<file path="src/rtl/lap_stopwatch_core.sv">
// Stopwatch/timer core: tick divider, BCD HH:MM:SS.CC counter, lap register file,
// display select and blink generator, driven by single-cycle button pulses.
module lap_stopwatch_core #(
    parameter int TICK_DIV    = 1000000,
    parameter int LAP_DEPTH   = 16,
    parameter int ADDR_W      = 4,
    parameter int BLINK_TICKS = 50
) (
    input  logic              clk,
    input  logic              reset,
    input  logic              start_stop,
    input  logic              lap,
    input  logic              clear,
    input  logic              mode,
    input  logic              preset_we,
    input  logic [31:0]       preset_in,
    input  logic              view,
    input  logic [ADDR_W-1:0] rd_addr,
    output logic [31:0]       disp_data,
    output logic              running,
    output logic              done,
    output logic [ADDR_W:0]   lap_count,
    output logic              lap_full,
    output logic              preset_err,
    output logic              blink
);

    localparam int DIV_W = $clog2(TICK_DIV);
    localparam int BL_W  = $clog2(BLINK_TICKS + 1);

    localparam logic [1:0] ST_IDLE  = 2'd0;
    localparam logic [1:0] ST_RUN   = 2'd1;
    localparam logic [1:0] ST_PAUSE = 2'd2;
    localparam logic [1:0] ST_DONE  = 2'd3;

    localparam logic [31:0]      TERM_UP  = 32'h9959_5999;
    localparam logic [DIV_W-1:0] DIV_MAX  = DIV_W'(TICK_DIV - 1);
    localparam logic [DIV_W-1:0] DIV_ONE  = DIV_W'(1);
    localparam logic [BL_W-1:0]  BL_MAX   = BL_W'(BLINK_TICKS - 1);
    localparam logic [BL_W-1:0]  BL_ONE   = BL_W'(1);
    localparam logic [ADDR_W:0]  LAP_ONE  = (ADDR_W + 1)'(1);
    localparam logic [ADDR_W:0]  LAP_MAX  = (ADDR_W + 1)'(LAP_DEPTH);

    // One BCD step up or down; digits 3 and 5 (SS/MM tens) roll at 5, all others at 9.
    function automatic logic [31:0] bcd_step(input logic [31:0] t, input logic down);
        logic [31:0] r;
        logic        c;
        logic [3:0]  d;
        logic [3:0]  lim;
        r = t;
        c = 1'b1;
        for (int i = 0; i < 8; i++) begin
            d   = t[4*i +: 4];
            lim = (i == 3 || i == 5) ? 4'd5 : 4'd9;
            if (c) begin
                if (down) begin
                    if (d == 4'd0) begin
                        r[4*i +: 4] = lim;
                    end else begin
                        r[4*i +: 4] = d - 4'd1;
                        c = 1'b0;
                    end
                end else begin
                    if (d == lim) begin
                        r[4*i +: 4] = 4'd0;
                    end else begin
                        r[4*i +: 4] = d + 4'd1;
                        c = 1'b0;
                    end
                end
            end else begin
                r[4*i +: 4] = d;
            end
        end
        return r;
    endfunction

    function automatic logic bcd_valid(input logic [31:0] t);
        logic ok;
        ok = 1'b1;
        for (int i = 0; i < 8; i++) begin
            if (t[4*i +: 4] > ((i == 3 || i == 5) ? 4'd5 : 4'd9)) begin
                ok = 1'b0;
            end else begin
                ok = ok;
            end
        end
        return ok;
    endfunction

    logic [1:0]        state_r, state_nxt_s;
    logic              mode_r, pending_r;
    logic [31:0]       time_r, time_nxt_s, preset_r, step_s, term_s;
    logic [DIV_W-1:0]  div_r, div_nxt_s;
    logic [BL_W-1:0]   blink_cnt_r, blink_cnt_nxt_s;
    logic              blink_r, blink_nxt_s;
    logic [ADDR_W:0]   lap_count_r, lap_count_nxt_s;
    logic              lap_full_r, preset_err_r, running_r, done_r;
    logic [31:0]       rd_data_r, disp_r;
    logic [31:0]       lap_mem_r [LAP_DEPTH];
    logic              tick_s, at_term_s, lap_wr_s, preset_ok_s, preset_bad_s;

    assign tick_s       = (state_r == ST_RUN) && (div_r == DIV_MAX);
    assign step_s       = bcd_step(time_r, mode_r);
    assign term_s       = mode_r ? 32'd0 : TERM_UP;
    assign at_term_s    = (time_r == term_s);
    assign lap_wr_s     = lap && (state_r != ST_IDLE) && !lap_full_r && !clear;
    assign preset_ok_s  = preset_we && (state_r == ST_IDLE) && bcd_valid(preset_in);
    assign preset_bad_s = preset_we && (state_r == ST_IDLE) && !bcd_valid(preset_in);

    // Next-state, time, divider, lap count and blink computation.
    always_comb begin
        state_nxt_s     = state_r;
        time_nxt_s      = time_r;
        div_nxt_s       = div_r;
        lap_count_nxt_s = lap_count_r;
        blink_cnt_nxt_s = blink_cnt_r;
        blink_nxt_s     = blink_r;
        if (clear) begin
            state_nxt_s     = ST_IDLE;
            time_nxt_s      = mode_r ? preset_r : 32'd0;
            div_nxt_s       = '0;
            lap_count_nxt_s = '0;
        end else begin
            case (state_r)
                ST_IDLE: begin
                    if (pending_r && mode_r) begin
                        time_nxt_s = preset_r;
                    end else begin
                        time_nxt_s = time_r;
                    end
                    state_nxt_s = start_stop ? ST_RUN : ST_IDLE;
                end
                ST_RUN: begin
                    if (tick_s) begin
                        div_nxt_s = '0;
                        // A terminal value already held (e.g. down from preset 0) ends without stepping.
                        if (at_term_s) begin
                            state_nxt_s = ST_DONE;
                        end else begin
                            time_nxt_s = step_s;
                            if (step_s == term_s) begin
                                state_nxt_s = ST_DONE;
                            end else begin
                                state_nxt_s = start_stop ? ST_PAUSE : ST_RUN;
                            end
                        end
                    end else begin
                        div_nxt_s   = div_r + DIV_ONE;
                        state_nxt_s = start_stop ? ST_PAUSE : ST_RUN;
                    end
                end
                ST_PAUSE: state_nxt_s = start_stop ? ST_RUN : ST_PAUSE;
                ST_DONE:  state_nxt_s = ST_DONE;
                default:  state_nxt_s = ST_IDLE;
            endcase
            if (lap_wr_s) begin
                lap_count_nxt_s = lap_count_r + LAP_ONE;
            end else begin
                lap_count_nxt_s = lap_count_r;
            end
        end
        if (state_nxt_s != ST_RUN) begin
            blink_cnt_nxt_s = '0;
            blink_nxt_s     = 1'b0;
        end else if (tick_s) begin
            if (blink_cnt_r == BL_MAX) begin
                blink_cnt_nxt_s = '0;
                blink_nxt_s     = ~blink_r;
            end else begin
                blink_cnt_nxt_s = blink_cnt_r + BL_ONE;
                blink_nxt_s     = blink_r;
            end
        end else begin
            blink_cnt_nxt_s = blink_cnt_r;
            blink_nxt_s     = blink_r;
        end
    end

    // Control state, counters and registered outputs.
    always_ff @(posedge clk or negedge reset) begin
        if (!reset) begin
            state_r      <= ST_IDLE;
            mode_r       <= 1'b0;
            pending_r    <= 1'b0;
            time_r       <= 32'd0;
            preset_r     <= 32'd0;
            div_r        <= '0;
            blink_cnt_r  <= '0;
            blink_r      <= 1'b0;
            lap_count_r  <= '0;
            lap_full_r   <= 1'b0;
            preset_err_r <= 1'b0;
            running_r    <= 1'b0;
            done_r       <= 1'b0;
            rd_data_r    <= 32'd0;
            disp_r       <= 32'd0;
        end else begin
            state_r      <= state_nxt_s;
            mode_r       <= (state_r == ST_IDLE) ? mode : mode_r;
            pending_r    <= preset_ok_s;
            time_r       <= time_nxt_s;
            preset_r     <= preset_ok_s ? preset_in : preset_r;
            div_r        <= div_nxt_s;
            blink_cnt_r  <= blink_cnt_nxt_s;
            blink_r      <= blink_nxt_s;
            lap_count_r  <= lap_count_nxt_s;
            lap_full_r   <= (lap_count_nxt_s == LAP_MAX);
            preset_err_r <= preset_bad_s;
            running_r    <= (state_nxt_s == ST_RUN);
            done_r       <= (state_nxt_s == ST_DONE);
            rd_data_r    <= ({1'b0, rd_addr} < lap_count_r) ? lap_mem_r[rd_addr] : 32'd0;
            disp_r       <= view ? rd_data_r : time_r;
        end
    end

    // Lap storage; contents are don't-care after reset, so no reset here.
    always_ff @(posedge clk) begin
        if (lap_wr_s) begin
            lap_mem_r[lap_count_r[ADDR_W-1:0]] <= time_r;
        end
    end

    assign disp_data  = disp_r;
    assign running    = running_r;
    assign done       = done_r;
    assign lap_count  = lap_count_r;
    assign lap_full   = lap_full_r;
    assign preset_err = preset_err_r;
    assign blink      = blink_r;

endmodule

</file>
<file path="config.mk">
export PLATFORM = sky130hd
export DESIGN_NAME = lap_stopwatch_core
export DESIGN_NICKNAME = d
export VERILOG_FILES = /design/src/rtl/lap_stopwatch_core.sv
export SDC_FILE = /design/constraint.sdc
export NUM_CORES = 1
export LEC_CHECK = 0
export CORE_UTILIZATION = 30
export DETAILED_ROUTE_END_ITERATION = 7
export PLACE_DENSITY_LB_ADDON = 0.25
export SETUP_SLACK_MARGIN = 0.3
export SLEW_MARGIN = 20
export SYNTH_ARGS = -nofsm -noshare
export SYNTH_HDL_FRONTEND = slang
export SYNTH_SLANG_ARGS = --single-unit
</file>
<file path="constraint.sdc">
create_clock -name clk -period 7.15 [get_ports clk]
set_clock_uncertainty 0.1 [all_clocks]
set_input_delay 1.0725 -clock clk [delete_from_list [all_inputs] [get_ports clk]]
set_output_delay 1.0725 -clock clk [all_outputs]
set_load 0.05 [all_outputs]
</file>
======== Word-level counts from Yosys, hierarchy flattened ========
Memory sizes are Yosys's and may differ from the RTL's.
Cells that the tools add are included.
storage, ports and cells
  register bits after elaboration ......... 168
  bits in writable memories ............... 512
  memories kept ........................... 1
memories
  name       words  bits a word  read ports  clocked after Yosys merged registers in  write ports  RTL line  RTL
  lap_mem_r  16     32           1           0                                        1            100       logic [31:0] lap_mem_r [LAP_DEPTH];
cells by class
  order comparisons ....................... 9
  bitwise operators ....................... 1
  reductions and logical operators ........ 27
  add/sub/neg operators ................... 19
  equal/unequal tests ..................... 22
  multiplexer cells ....................... 96
operators by type and width
  operator                 count
  $mux W32                 8
  $mux W4                  31
  $eq A32 B32 Y1           2
  $pmux W32 S2             1
  $mux W20                 3
  $mux W1                  41
  $add A4 B1 Y4 const B    8
  $logic_not A4 Y1         8
  $sub A4 B1 Y4 const B    8
  $eq A4 B4 Y1 const B     6
  $gt A4 B4 Y1 const B     6
  $add A20 B1 Y20 const B  1
  $eq A20 B20 Y1 const B   1
  $mux W6                  3
  $mux W2                  6
  $mux W5                  2
  $eq A4 B3 Y1 const B     2
  $gt A4 B3 Y1 const B     2
  $logic_and A1 B1 Y1      8
  $pmux W2 S4              1
  $reduce_bool A2 Y1       4
  $add A6 B1 Y6 const B    1
  $eq A2 B2 Y1 const B     3
  $eq A6 B6 Y1 const B     1
  other kinds (13)         17

======== Logic depth before layout (Yosys ltp) ========
  depth after elaboration ................. 19
  depth in mapped cells ................... 13
  depth with buffers taken out ............ 9

======== Least setup slack after synthesis ========
Ideal clock, no wire load.
  kind .................................... input -> register
  start ................................... in clear
  end ..................................... mem lap_mem_r[0][0], enable pin
  path buffers ............................ 1
  setup time .............................. 0.461 ns
  arrival ................................. 3.925 ns
  cell stages on the path ................. 4
  setup slack ............................. 2.664 ns
  cell sequence ........................... clkbuf_1 > nor3_1 > nand2_1 > nor3_1
on the way
  cells in the longest elaborated chain, start to end .. 4
RTL lines
  what                           RTL line  RTL
  from (decl)                    13        input logic clear,
  $logic_not A1 Y1               107       assign lap_wr_s = lap && (state_r != ST_IDLE) && !lap_full_r && !clear;
  $logic_and A1 B1 Y1            107
  $mux W1                        219       if (lap_wr_s) begin
  $mux W1 (implied by the code)  220       lap_mem_r[lap_count_r[ADDR_W-1:0]] <= time_r;
  to (decl)                      100
No other way between the ends.

======== Final worst setup path ========
  start ................................... reg mode_r
  end ..................................... reg time_r[13]
on the way
  cells in the longest elaborated chain, start to end .. 8
RTL lines
  what                    RTL line  RTL
  from (decl)             92        logic mode_r, pending_r;
  from (signal assigned)  200       mode_r <= (state_r == ST_IDLE) ? mode : mode_r;
  $mux W1                 56        if (down) begin
  $mux W1 (2 in a row)    55        if (c) begin
  $mux W4                 55
  $mux W32                138       if (at_term_s) begin
  $mux W32                135       if (tick_s) begin
  $pmux W32 S2            125       case (state_r)
  $mux W32                119       if (clear) begin
  to (signal assigned)    202       time_r <= time_nxt_s;
  to (decl)               93        logic [31:0] time_r, time_nxt_s, preset_r, step_s, term_s;
Several ways; a longest one is shown, not always the timed one. The select of a mux whose other input is x is not followed.
A chain may end at the register's enable or synchronous reset.

==> reports/metrics.yaml <==
status: "finished, final reports clean"
synth_warnings: 0
io_pins: 86
cts_tree: "built"
met2_length_mm: 35.6
grt_util_all_layers: 0.159
seq_area_frac_synth: 0.689
syn_inst: 1704
fin_cells: 3095
rsz0062_at_grt: "false"
drc: 0
multiInputGateArea_mm2: 0.00843
ys_seq_elements: 680
fp-row-count: 112
die_x_um: 310
layout-drive-gt1-share: 0.218
required_ns: 7.56
synth.avg_cell_area_um2: 16.7
cts.reportedPaths.clkPinSlew_ns: 0.06
clk_latency_ns: 0.61
fillers: 8894
placed_cells: 2967
min_delay_path_depth: 2
start_util: 0.304
worst_slew_pin_slew_ns: 1.03
postCtsHoldBufs: 0
clk_path_buf_depth: 3
die_area_mm2: 0.0960
p_leak_nw: 11.3
cts_buffers: 70
drv_cap: 0
max_freq_ghz: 0.223
core_mm2: 0.0936
vias: 16000
finalInstanceArea_mm2: 0.0331
overflow: 0
fin_ws_ns: 2.66
maxSlewViolCount: 0
hp-class: "flop to flop"
dr.first_iter.drc_count: 1420
dp_hpwl_mm: 42.7
rr_worst_depth: 10
final_core_util: 0.354
tns_ns: 0
critPathMaxFanout: 57
wl_mm: 75.5
ant_nets: 0
cts_root_buffer: "clkbuf_16"
syn_to_final_growth_pct: 16.5
relSlewSlack: 0.311
grt_pass1_wl_mm: 112
layout.nets: 1841
synth_edf_count: 512
cts.sinks: 680
place_area_mm2: 0.0308
syn-cell-area_mm2: 0.0284
start_kind: "flop"
dpl_worst_slack_ns: 2.70
setup_violations: 0
final_cell_mix: "edfxtp_1 (512), dfrtp_1 (166), mux4_2 (160), o21ai_0 (83), nand2_1 (80)"
synthArstFlopShare: 0.247
cts_setup_buffers: 0
wl_met1_mm: 34.3
top_layer: "met5"
die_h_um: 310
grt_max_degree: 81
antenna_found_initial: 1
wl_met3_mm: 3.92
drt_pre_antenna_iters: 5
place_congestion: 0.864
post-route-period-util: 0.628
ir_drop_uv: 165
power_density_mw_per_mm2: 268
synthFlopType: "edfxtp_1"
viasPerCell: 5.16
worst-setup-path-type: "flop to flop"
ff_latch_area_mm2: 0.0196
grt_pass1_vias: 16400
hold_viol_final: 0
period_minus_slack_ns: 4.49
end_kind: "flop"
final_common_cell: "edfxtp_1"
htreeDepth: 3
synthDistinctLibCells: 79
routedWlPerCell_um: 24.4
worstPathArrival_ns: 4.90
n_antenna_cell: 0
synth_nets: 1760
portBuffers: 85
post_cts_resized: 0
-- synthesized netlist by cell type, drive strengths merged, types with 12 or more instances --
| master | instances | area, µm² |
|---|---|---|
| inv | 23 | 86.3 |
| edfxtp | 512 | 15400 |
| nor3 | 23 | 120 |
| mux2 | 55 | 619 |
| mux4 | 160 | 3600 |
| nand2 | 80 | 300 |
| o21ai | 87 | 443 |
| ha | 12 | 150 |
| a21oi | 54 | 270 |
| nand4 | 18 | 113 |
| nor2b | 40 | 250 |
| nand2b | 19 | 119 |
| xor2 | 17 | 149 |
| dfrtp | 168 | 4200 |
| clkbuf | 88 | 330 |
| nor2 | 89 | 334 |
| buf | 25 | 115 |
| nand3 | 25 | 125 |
-- cells by family (layout without fill, tap and decap cells) --
logic type | after synthesis | count (layout) | synth area share
mux | 218 | 218 | 0.150
simple gates | 374 | 374 | 0.0706
compound gates | 256 | 256 | 0.0581
buf+inv | 136 | 273 | 0.0187
xor+xnor | 28 | 28 | 0.00863
flops | 680 | 680 | 0.689
fa+ha+maj | 12 | 12 | 0.00528
-- worst max-delay path: stages, from the launching register on --
cell and delay, ns:
dfrtp_2 0.76, buf_4 0.49, or3b_1 0.40, a211oi_1 0.35, and3_1 0.36, nand3_1 0.26, nor3_1 0.35, o21a_2 0.84
o21bai_1 0.27, nand2_1 0.08, o21ai_0 0.11
-- report_power, final --
group,switching [W],internal (W),total (W)
registers,0.000158,0.00435,0.00451
logic,0.000402,0.000278,0.000679
clock network,0.00155,0.00212,0.00367
total,0.00211,0.00675,0.00886
-- path summary, 6_finish.rpt --
check	startpoint	end	slack [ns]
worst max register to register	mode_r	time_r[13]	2.66
min in group asynchronous	reset	disp_data[9]	0.38
worst min-delay path	rd_data_r[20]	disp_data[20]	0.37
worst max-delay path	mode_r	time_r[13]	2.66
max in group asynchronous	reset	mode_r	5.23
worst min register to register	rd_data_r[20]	disp_data[20]	0.37
-- routing by layer --
metal	vias to the layer above	track usage
li1	6905	-
met1	8517	0.228
met2	458	0.249
met3	102	0.0259
met4	2	0.0419
met5	-	0
-- flip-flops by register name (all words and copies together) (netlist names), 2 cells and up --
| register | cells |
|---|---|
| lap_count | 5 |
| disp_data | 32 |
| state_r | 2 |
| time_r | 32 |
| div_r | 20 |
| lap_mem_r | 512 |
| blink_cnt_r | 6 |
| preset_r | 32 |
| rd_data_r | 32 |
-- area by class of cell --
class / count / area share
clock buffers: 91 / 0.0590
clock inverters: 37 / 0.0104
inverters: 23 / 0.00261
multi-input cells: 888 / 0.255
flip-flops and latches: 680 / 0.592
well taps: 1254 / 0.0474
repair buffers: 122 / 0.0342
-- per-stage QoR --
step / hold WS (ns) / power, W
2_1_floorplan: 0.330 / 0.00499
3_3_place_gp: 0.344 / 0.00526
3_5_place_dp: 0.346 / 0.00528
4_1_cts: 0.374 / 0.00895
5_1_grt: 0.383 / 0.00916
6_report: 0.368 / 0.00886
No activity file was read; power rests on OpenSTA's default activity.
